===== config.mk =====
export PLATFORM = sky130hd
export DESIGN_NAME = multicycle_controller
export DESIGN_NICKNAME = d
export VERILOG_FILES = /design/src/rtl/riscv_pkg.sv /design/src/rtl/alu_decoder.sv /design/src/rtl/multicycle_controller.sv
export SDC_FILE = /design/constraint.sdc
export NUM_CORES = 1
export LEC_CHECK = 0
export BUFFER_PORTS_ARGS = -buffer_cell sky130_fd_sc_hd__buf_2
export CORE_MARGIN = 3
export CORE_UTILIZATION = 45
export DETAILED_ROUTE_END_ITERATION = 12
export GPL_ROUTABILITY_DRIVEN = 0
export HOLD_SLACK_MARGIN = 0.03
export PLACE_DENSITY = 0.86
export SYNTH_ARGS = -nofsm -noshare
export SYNTH_HDL_FRONTEND = slang
export SYNTH_SLANG_ARGS = --single-unit

===== constraint.sdc =====
create_clock -name i_clk -period 1.8 [get_ports i_clk]
set_input_delay 0.18 -clock i_clk [delete_from_list [all_inputs] [get_ports i_clk]]
set_output_delay 0.18 -clock i_clk [all_outputs]
set_load 0.01 [all_outputs]

===== src/rtl/riscv_pkg.sv =====
// Shared encodings for the multicycle RV32I core: FSM states, opcodes, ALU codes and mux selects.
package riscv_pkg;

  typedef logic [3:0] state_t;

  localparam state_t StFetch    = 4'd0;
  localparam state_t StDecode   = 4'd1;
  localparam state_t StMemAdr   = 4'd2;
  localparam state_t StMemRead  = 4'd3;
  localparam state_t StMemWb    = 4'd4;
  localparam state_t StMemWrite = 4'd5;
  localparam state_t StExecuteR = 4'd6;
  localparam state_t StAluWb    = 4'd7;
  localparam state_t StExecuteI = 4'd8;
  localparam state_t StJal      = 4'd9;
  localparam state_t StBeq      = 4'd10;

  localparam logic [6:0] OpLoad  = 7'b0000011;
  localparam logic [6:0] OpStore = 7'b0100011;
  localparam logic [6:0] OpRtype = 7'b0110011;
  localparam logic [6:0] OpItype = 7'b0010011;
  localparam logic [6:0] OpJal   = 7'b1101111;
  localparam logic [6:0] OpBeq   = 7'b1100011;

  localparam logic [1:0] AluOpAdd   = 2'b00;
  localparam logic [1:0] AluOpSub   = 2'b01;
  localparam logic [1:0] AluOpFunct = 2'b10;

  localparam logic [2:0] AluAdd = 3'b000;
  localparam logic [2:0] AluSub = 3'b001;
  localparam logic [2:0] AluAnd = 3'b010;
  localparam logic [2:0] AluOr  = 3'b011;
  localparam logic [2:0] AluSlt = 3'b101;

  localparam logic [1:0] ResAluOut = 2'b00;
  localparam logic [1:0] ResData   = 2'b01;
  localparam logic [1:0] ResAluRes = 2'b10;

  localparam logic [1:0] SrcAPc    = 2'b00;
  localparam logic [1:0] SrcAOldPc = 2'b01;
  localparam logic [1:0] SrcAReg   = 2'b10;

  localparam logic [1:0] SrcBReg  = 2'b00;
  localparam logic [1:0] SrcBImm  = 2'b01;
  localparam logic [1:0] SrcBFour = 2'b10;

  localparam logic [1:0] ImmI = 2'b00;
  localparam logic [1:0] ImmS = 2'b01;
  localparam logic [1:0] ImmB = 2'b10;
  localparam logic [1:0] ImmJ = 2'b11;

endpackage


===== src/rtl/alu_decoder.sv =====
// Combinational ALU control decode from the FSM's alu_op and the instruction fields.
module alu_decoder
  import riscv_pkg::*;
(
  input  logic [1:0] alu_op_i,
  input  logic [2:0] funct3_i,
  input  logic       op5_i,
  input  logic       funct7b5_i,
  output logic [2:0] alu_control_o
);

  // Only R-type (op5=1) with bit 30 set subtracts; addi ignores bit 30.
  always_comb begin
    alu_control_o = AluAdd;
    case (alu_op_i)
      AluOpSub: alu_control_o = AluSub;
      AluOpFunct: begin
        case (funct3_i)
          3'b000:  alu_control_o = (op5_i & funct7b5_i) ? AluSub : AluAdd;
          3'b010:  alu_control_o = AluSlt;
          3'b110:  alu_control_o = AluOr;
          3'b111:  alu_control_o = AluAnd;
          default: alu_control_o = AluAdd;
        endcase
      end
      default: alu_control_o = AluAdd;
    endcase
  end

endmodule


===== src/rtl/multicycle_controller.sv =====
// Moore FSM control unit for the multicycle RV32I core.
module multicycle_controller
  import riscv_pkg::*;
(
  input  logic       i_clk,
  input  logic       i_rst_n,
  input  logic [6:0] i_op,
  input  logic [2:0] i_funct3,
  input  logic       i_funct7b5,
  input  logic       i_zero,
  output logic       o_pc_write,
  output logic       o_adr_src,
  output logic       o_mem_write,
  output logic       o_ir_write,
  output logic       o_reg_write,
  output logic [1:0] o_result_src,
  output logic [1:0] o_alu_src_a,
  output logic [1:0] o_alu_src_b,
  output logic [1:0] o_imm_src,
  output logic [2:0] o_alu_control,
  output logic [3:0] o_state
);

  state_t     state_q, state_d;
  logic       pc_update, branch, adr_src, mem_write, ir_write, reg_write;
  logic [1:0] result_src, alu_src_a, alu_src_b, alu_op, imm_src;
  logic [2:0] alu_control;

  // State register with synchronous active-low reset.
  always_ff @(posedge i_clk) begin
    if (!i_rst_n) state_q <= StFetch;
    else          state_q <= state_d;
  end

  // Next-state and Moore control decode.
  always_comb begin
    state_d    = StFetch;
    pc_update  = 1'b0;
    branch     = 1'b0;
    adr_src    = 1'b0;
    mem_write  = 1'b0;
    ir_write   = 1'b0;
    reg_write  = 1'b0;
    result_src = ResAluOut;
    alu_src_a  = SrcAPc;
    alu_src_b  = SrcBReg;
    alu_op     = AluOpAdd;
    case (state_q)
      StFetch: begin
        ir_write   = 1'b1;
        alu_src_b  = SrcBFour;
        result_src = ResAluRes;
        pc_update  = 1'b1;
        state_d    = StDecode;
      end
      StDecode: begin
        alu_src_a = SrcAOldPc;
        alu_src_b = SrcBImm;
        case (i_op)
          OpLoad, OpStore: state_d = StMemAdr;
          OpRtype:         state_d = StExecuteR;
          OpItype:         state_d = StExecuteI;
          OpJal:           state_d = StJal;
          OpBeq:           state_d = StBeq;
          default:         state_d = StFetch;
        endcase
      end
      StMemAdr: begin
        alu_src_a = SrcAReg;
        alu_src_b = SrcBImm;
        state_d   = (i_op == OpLoad) ? StMemRead : StMemWrite;
      end
      StMemRead: begin
        adr_src = 1'b1;
        state_d = StMemWb;
      end
      StMemWb: begin
        result_src = ResData;
        reg_write  = 1'b1;
      end
      StMemWrite: begin
        adr_src   = 1'b1;
        mem_write = 1'b1;
      end
      StExecuteR: begin
        alu_src_a = SrcAReg;
        alu_op    = AluOpFunct;
        state_d   = StAluWb;
      end
      StAluWb: reg_write = 1'b1;
      StExecuteI: begin
        alu_src_a = SrcAReg;
        alu_src_b = SrcBImm;
        alu_op    = AluOpFunct;
        state_d   = StAluWb;
      end
      StJal: begin
        alu_src_a = SrcAOldPc;
        alu_src_b = SrcBFour;
        pc_update = 1'b1;
        state_d   = StAluWb;
      end
      StBeq: begin
        alu_src_a = SrcAReg;
        alu_op    = AluOpSub;
        branch    = 1'b1;
      end
      default: state_d = StFetch;
    endcase
  end

  // Immediate format follows the opcode in every state.
  always_comb begin
    case (i_op)
      OpStore: imm_src = ImmS;
      OpBeq:   imm_src = ImmB;
      OpJal:   imm_src = ImmJ;
      default: imm_src = ImmI;
    endcase
  end

  alu_decoder u_alu_decoder (
    .alu_op_i      (alu_op),
    .funct3_i      (i_funct3),
    .op5_i         (i_op[5]),
    .funct7b5_i    (i_funct7b5),
    .alu_control_o (alu_control)
  );

  // Reset holds every output at zero, even before the first clock edge lands.
  always_comb begin
    o_pc_write    = i_rst_n & (pc_update | (branch & i_zero));
    o_adr_src     = i_rst_n & adr_src;
    o_mem_write   = i_rst_n & mem_write;
    o_ir_write    = i_rst_n & ir_write;
    o_reg_write   = i_rst_n & reg_write;
    o_result_src  = i_rst_n ? result_src : 2'b00;
    o_alu_src_a   = i_rst_n ? alu_src_a : 2'b00;
    o_alu_src_b   = i_rst_n ? alu_src_b : 2'b00;
    o_imm_src     = i_rst_n ? imm_src : 2'b00;
    o_alu_control = i_rst_n ? alu_control : 3'b000;
    o_state       = i_rst_n ? state_q : 4'd0;
  end

endmodule


After elaboration in Yosys (flattened, before gate mapping). Cells that the tools add are included.

Flip-flop bits (word level): 4. Bits of input ports: 14.

Eq/ne operators: 21. Multiplexer cells: 23. Bitwise operators: 8. Reduce and logical (&&, ||, !) cells: 11.

Operators with widths (number): 4-bit case mux with 5 select lines (2); 4-bit by 3-bit == test with 1-bit output, second input constant (4); 2-bit case mux with 2 select lines (4); 7-bit by 6-bit == test with 1-bit output, second input constant (2); 7-bit == test, second input constant (2); 4-bit == test, second input constant (3); 3-bit case mux with 4 select lines (1); 2-bit OR reduction (6); 4-bit by 2-bit == test with 1-bit output, second input constant (2); 2-bit 2-to-1 mux (4); 1-bit AND (7); 7-bit by 2-bit == test with 1-bit output, second input constant (1); 7-bit by 5-bit == test with 1-bit output, second input constant (1); 1-bit 2-to-1 mux (7); 3-bit == test, second input constant (2); 3-bit 2-to-1 mux (2); 2-bit case mux with 3 select lines (1); 3-bit case mux with 2 select lines (1); 3-bit OR reduction (2); 4-bit by 1-bit == test with 1-bit output, second input constant (1); 4-bit logical NOT (1); 4-bit 2-to-1 mux (1); 4-bit OR reduction (1); 3-bit by 2-bit == test with 1-bit output, second input constant (1); 4 further kinds (4).

Logic depth before layout (Yosys ltp).
Depth in word-level cells: 6. Gate-level depth with buffers: 7. Gate-level depth less buffers: 7.

Cells and area by module. Synthesis repeated with hierarchy kept, for this count alone.

Cell total of the unflattened synthesis: 88. Area, all modules: 650.6 um^2.

Modules (own cells, without submodules): multicycle_controller (instances 1, cells an instance 77, area an instance 554.3 um^2, sequential area each 80.1 um^2); alu_decoder (instances 1, cells an instance 11, area an instance 96.3 um^2, sequential area each 0.0 um^2).

Least setup slack after synthesis. OpenSTA, ideal clock, no wires.

Path type: reg-to-output. Start: register state_q[1]. End: output o_alu_control[2]. Arrival time: 1.512 ns. Data required time: 1.620 ns. Slack: 0.108 ns. Stages on the path, launching flop included: 7. Path buffers: 1. Cell sequence: dfxtp_1 -> buf_6 -> and2b_4 -> a21oi_1 -> nor2_1 -> ha_1 -> nor4_1.

Cells in the longest elaborated chain, start to end: 6.

RTL lines: start, declared (line multicycle_controller.sv:24) `state_t state_q, state_d;`; start signal, assigned (line multicycle_controller.sv:31) `if (!i_rst_n) state_q <= StFetch;`; start signal, assigned (line multicycle_controller.sv:32) `else state_q <= state_d;`; 4-bit == test or 4-bit by 3-bit == test with 1-bit output (tied branches) (line multicycle_controller.sv:48) `case (state_q)`; 2-bit OR reduction (no line); 2-bit case mux with 2 select lines (*) (line multicycle_controller.sv:48); 2-bit == test or 2-bit by 1-bit == test with 1-bit output (tied branches) (line alu_decoder.sv:15) `case (alu_op_i)`; 3-bit case mux with 2 select lines (*) (line alu_decoder.sv:15); 3-bit 2-to-1 mux (*) (line multicycle_controller.sv:141) `o_alu_control = i_rst_n ? alu_control : 3'b000;`; end, declared (line multicycle_controller.sv:20) `output logic [2:0] o_alu_control,`.

Every way passes the cells marked *; elsewhere a longest branch is shown, timed or not.

Worst setup path in the final report. Same ends and word-level chain as after synthesis.

==> flow_metrics.env <==
export IMPL_top_register="state_q"
export IMPL_min_path_type="primary input to flip-flop"
export IMPL_final_setup_worst_slack_ns=-0.0844
export IMPL_cts_root_buf="clkbuf_4"
export IMPL_synth_top_family_by_area="simple AND/OR/NAND/NOR gates"
export IMPL_row_count=13
export IMPL_timing_worst_setup_path_type="flip-flop to output pin"
export IMPL_seq_area_frac_synth=0.116
export IMPL_period_minus_slack_ns=1.88
export IMPL_timing_critical_path_to_type="output pin"
export IMPL_cts_clk_slew_worst_paths_ns=0.04
export IMPL_leakage_uw=0.000487
export IMPL_r2r_start="state_q[0]$_SDFF_PN0_"
export IMPL_reg2reg_slack_ns=0.58
export IMPL_grt_first_pass_wirelength_um=3080
export IMPL_detailroute_wirelength_met2_um=1170
export IMPL_failed_checks="setup timing"
export IMPL_topmost_layer_with_routed_signal_wires="met4"
export IMPL_synth_xor_area_frac=0.0255
export IMPL_cts_inserted_buffers=3
export IMPL_antenna_left=0
export IMPL_detail_route_vias_per_cell=5.75
export IMPL_design_portCount=34
export IMPL_die_area_sq_um=2030
export IMPL_cts_tree="done"
export IMPL_hold_worst_slack_ns=0.283
export IMPL_ys_ff_latch=4
export IMPL_ys_async_sr_fraction=0
export IMPL_grt_setup_unrepaired="yes"
export IMPL_clk_latency_ns=0.24
export IMPL_yosys_mux_area_fraction=0
export IMPL_syn_area_per_cell_sq_um=7.32
export IMPL_number_of_global_route_vias_before_repair=747
export IMPL_hold_fails_final_rpt=0
export IMPL_cts_sinks=4
export IMPL_worst_endpoint_required_ns=1.62
export IMPL_finalSetupViolCount=2
export IMPL_grt_start_max_net_pins=13
export IMPL_post_route_cells_drive_above_1_share=0.548
export IMPL_synth_top_cells_by_area="dfxtp_1 12%, nor2_1 6.0%, nor3_1 5.1%"
export IMPL_area_delta_synth_final_pct=47.6
export IMPL_rr_endpoint="state_q[1]$_SDFF_PN0_"
export IMPL_floorplan_initialDensity=0.504
export IMPL_synth_simple_area_share=0.498
export IMPL_crit_path_end="o_alu_control[2]"
export IMPL_largest_register_ff_count=4
export IMPL_fin_crit_sh=1.05
export IMPL_synth_top_area_share=0.116
export IMPL_synth_compound_gate_area_share=0.213
export IMPL_largest_registers="state_q (4)"
export IMPL_critPathArrivalTime_ns=1.70
export IMPL_post_synth_fa_ha_maj_area_fraction=0.0364
export IMPL_power_density_nw_per_um2=318
export IMPL_synth_cell_type_count=43
export IMPL_firstDrtPassIters=4
export IMPL_dp_hpwl_um=1440
export IMPL_vias=862
export IMPL_final_cell_count_no_fill=150
export IMPL_ys_dominant_reg_cell="dfxtp_1"
export IMPL_diodes=0
export IMPL_achievable_frequency_ghz=0.531
export IMPL_worstRegToRegCells=5
export IMPL_maxSlewHeadroom=0.782
export IMPL_max_clock_path_buffers=2
export IMPL_startpoint_of_the_most_critical_setup_path="state_q[1]$_SDFF_PN0_"
export IMPL_routed_wire_length_um=2280
export IMPL_fin_worst_skew_ns=0.000177
export IMPL_layout_filler_cells=83
export IMPL_io_buffer_count=33
export IMPL_run_status="finished, violations left"
export IMPL_avgRoutedWirePerCell_um=15.2
export IMPL_place_inst=143
export IMPL_post_synth_top_area_cell="dfxtp_1"
export IMPL_synthesis_instances=94
export IMPL_route_layer_met1_wl_um=881
export IMPL_die_width_um=45.1
export IMPL_mostFrequentLayoutCell="buf_2"
export IMPL_critical_path_peak_fanout=7
export IMPL_max_cap_viol_count=0
export IMPL_layout_cells_most_common_list="33 x buf_2, 10 x buf_4, 9 x nand2_1, 9 x nor2_1, 7 x nor3_1"
export IMPL_antenna_found_initial=0
export IMPL_core_sq_um=1370
export IMPL_cts_htree_levels=1
export IMPL_drt_iter0_drc=48
export IMPL_finish_net_count=153
export IMPL_total_nets_after_synthesis=110
export IMPL_worst_ir_drop_vdd_uv=260
export IMPL_timing_worst_slew_pin_value_ns=0.326
export IMPL_worst_setup_path_start_kind="flip-flop"
export IMPL_post_synth_edffs=0
export IMPL_cts_hold_repair_buffers=0
export IMPL_floorplan_die_height_um=45.1
export IMPL_drt_drc_violations_left=0
export IMPL_mappedNetlistArea_sq_um=688
export IMPL_yosys_warnings=0
export IMPL_grt_overflow=0
export IMPL_slew_viol_final=0
export IMPL_grt_usage=0.207
export IMPL_met3WireLength_um=178
[metrics by stage]
stage	setup WS, ns	utilization	cell area (sq um)	setup TNS (ns)	total power [uW]
floorplan	0.108	-	688	0	160
global placement	0.110	0.638	872	0	197
detailed placement	0.0433	0.638	872	0	199
CTS	-0.0852	0.690	943	-0.137	320
global route	-0.134	0.744	1020	-0.297	342
finish	-0.0844	0.744	1020	-0.134	323
[worst max-delay path, cell delays in order (launching register included)]
cell	delay, ns
dfxtp_4	0.36
nand2b_4	0.15
nor2_4	0.14
a21oi_4	0.05
nor2_4	0.10
ha_4	0.22
nor4_4	0.27
buf_2	0.17
[layer usage]
layer / global-route usage / up-vias
met5: 0 / -
met4: 0.0585 / 0
met3: 0.0637 / 8
met2: 0.370 / 47
met1: 0.234 / 394
li1: - / 413
[Yosys cell counts (2+ instances only)]
master and n:
nor2_1 11, nand2_1 9, nor3_1 7, a21oi_1 6, dfxtp_1 4, inv_1 4, o21ai_0 4, and2_1 3
buf_4 3, nand3_1 3, a211oi_2 2, ha_1 2, nor2b_1 2, nor3_2 2, nor4_1 2, o211ai_1 2
xor2_1 2
[report_power, final]
part | switching [uW] | internal [uW]
registers | 3.86 | 87.1
logic | 64.2 | 48.2
clock network | 44.3 | 75.1
total | 112 | 210
[logic make-up (layout without fill, tap and decap cells)]
kind of cell             after synthesis  after routing
AO/OA/AOI/OAI                         21             21
XOR/XNOR                               2              2
adder cells (fa/ha/maj)                2              2
buffers and inverters                 11             52
flip-flops                             4              4
AND/OR/NAND/NOR                       54             54
[timing repair]
item                                    4_1_cts  5_1_grt
endpoints found under the setup margin        2        3
pin swaps                                     0        7
buffers inserted                              2        2
gates cloned                                  0        0
gates resized for setup                      11       11
[area by class of cell]
type	instances	area (sq um)	share of cell area
clock buffers	3	22.5	0.0222
inverters	5	23.8	0.0234
repair buffers	44	251	0.248
well taps	15	18.8	0.0185
multi-input cells	79	608	0.599
flip-flops and latches	4	91.3	0.0899
[worst min path at each step]
stage / from / endpoint / slack [ns] / depth (start not counted)
2_1_floorplan: i_op[5] / state_q[2]$_SDFF_PN0_ / 0.39 / 2
3_3_place_gp: i_op[0] / state_q[3]$_SDFF_PN0_ / 0.54 / 3
3_5_place_dp: i_op[0] / state_q[3]$_SDFF_PN0_ / 0.54 / 3
4_1_cts: i_op[0] / state_q[3]$_SDFF_PN0_ / 0.28 / 3
5_1_grt: i_op[0] / state_q[3]$_SDFF_PN0_ / 0.30 / 3
6_report: i_op[0] / state_q[3]$_SDFF_PN0_ / 0.28 / 3
No activity file was read; power rests on OpenSTA's default activity.
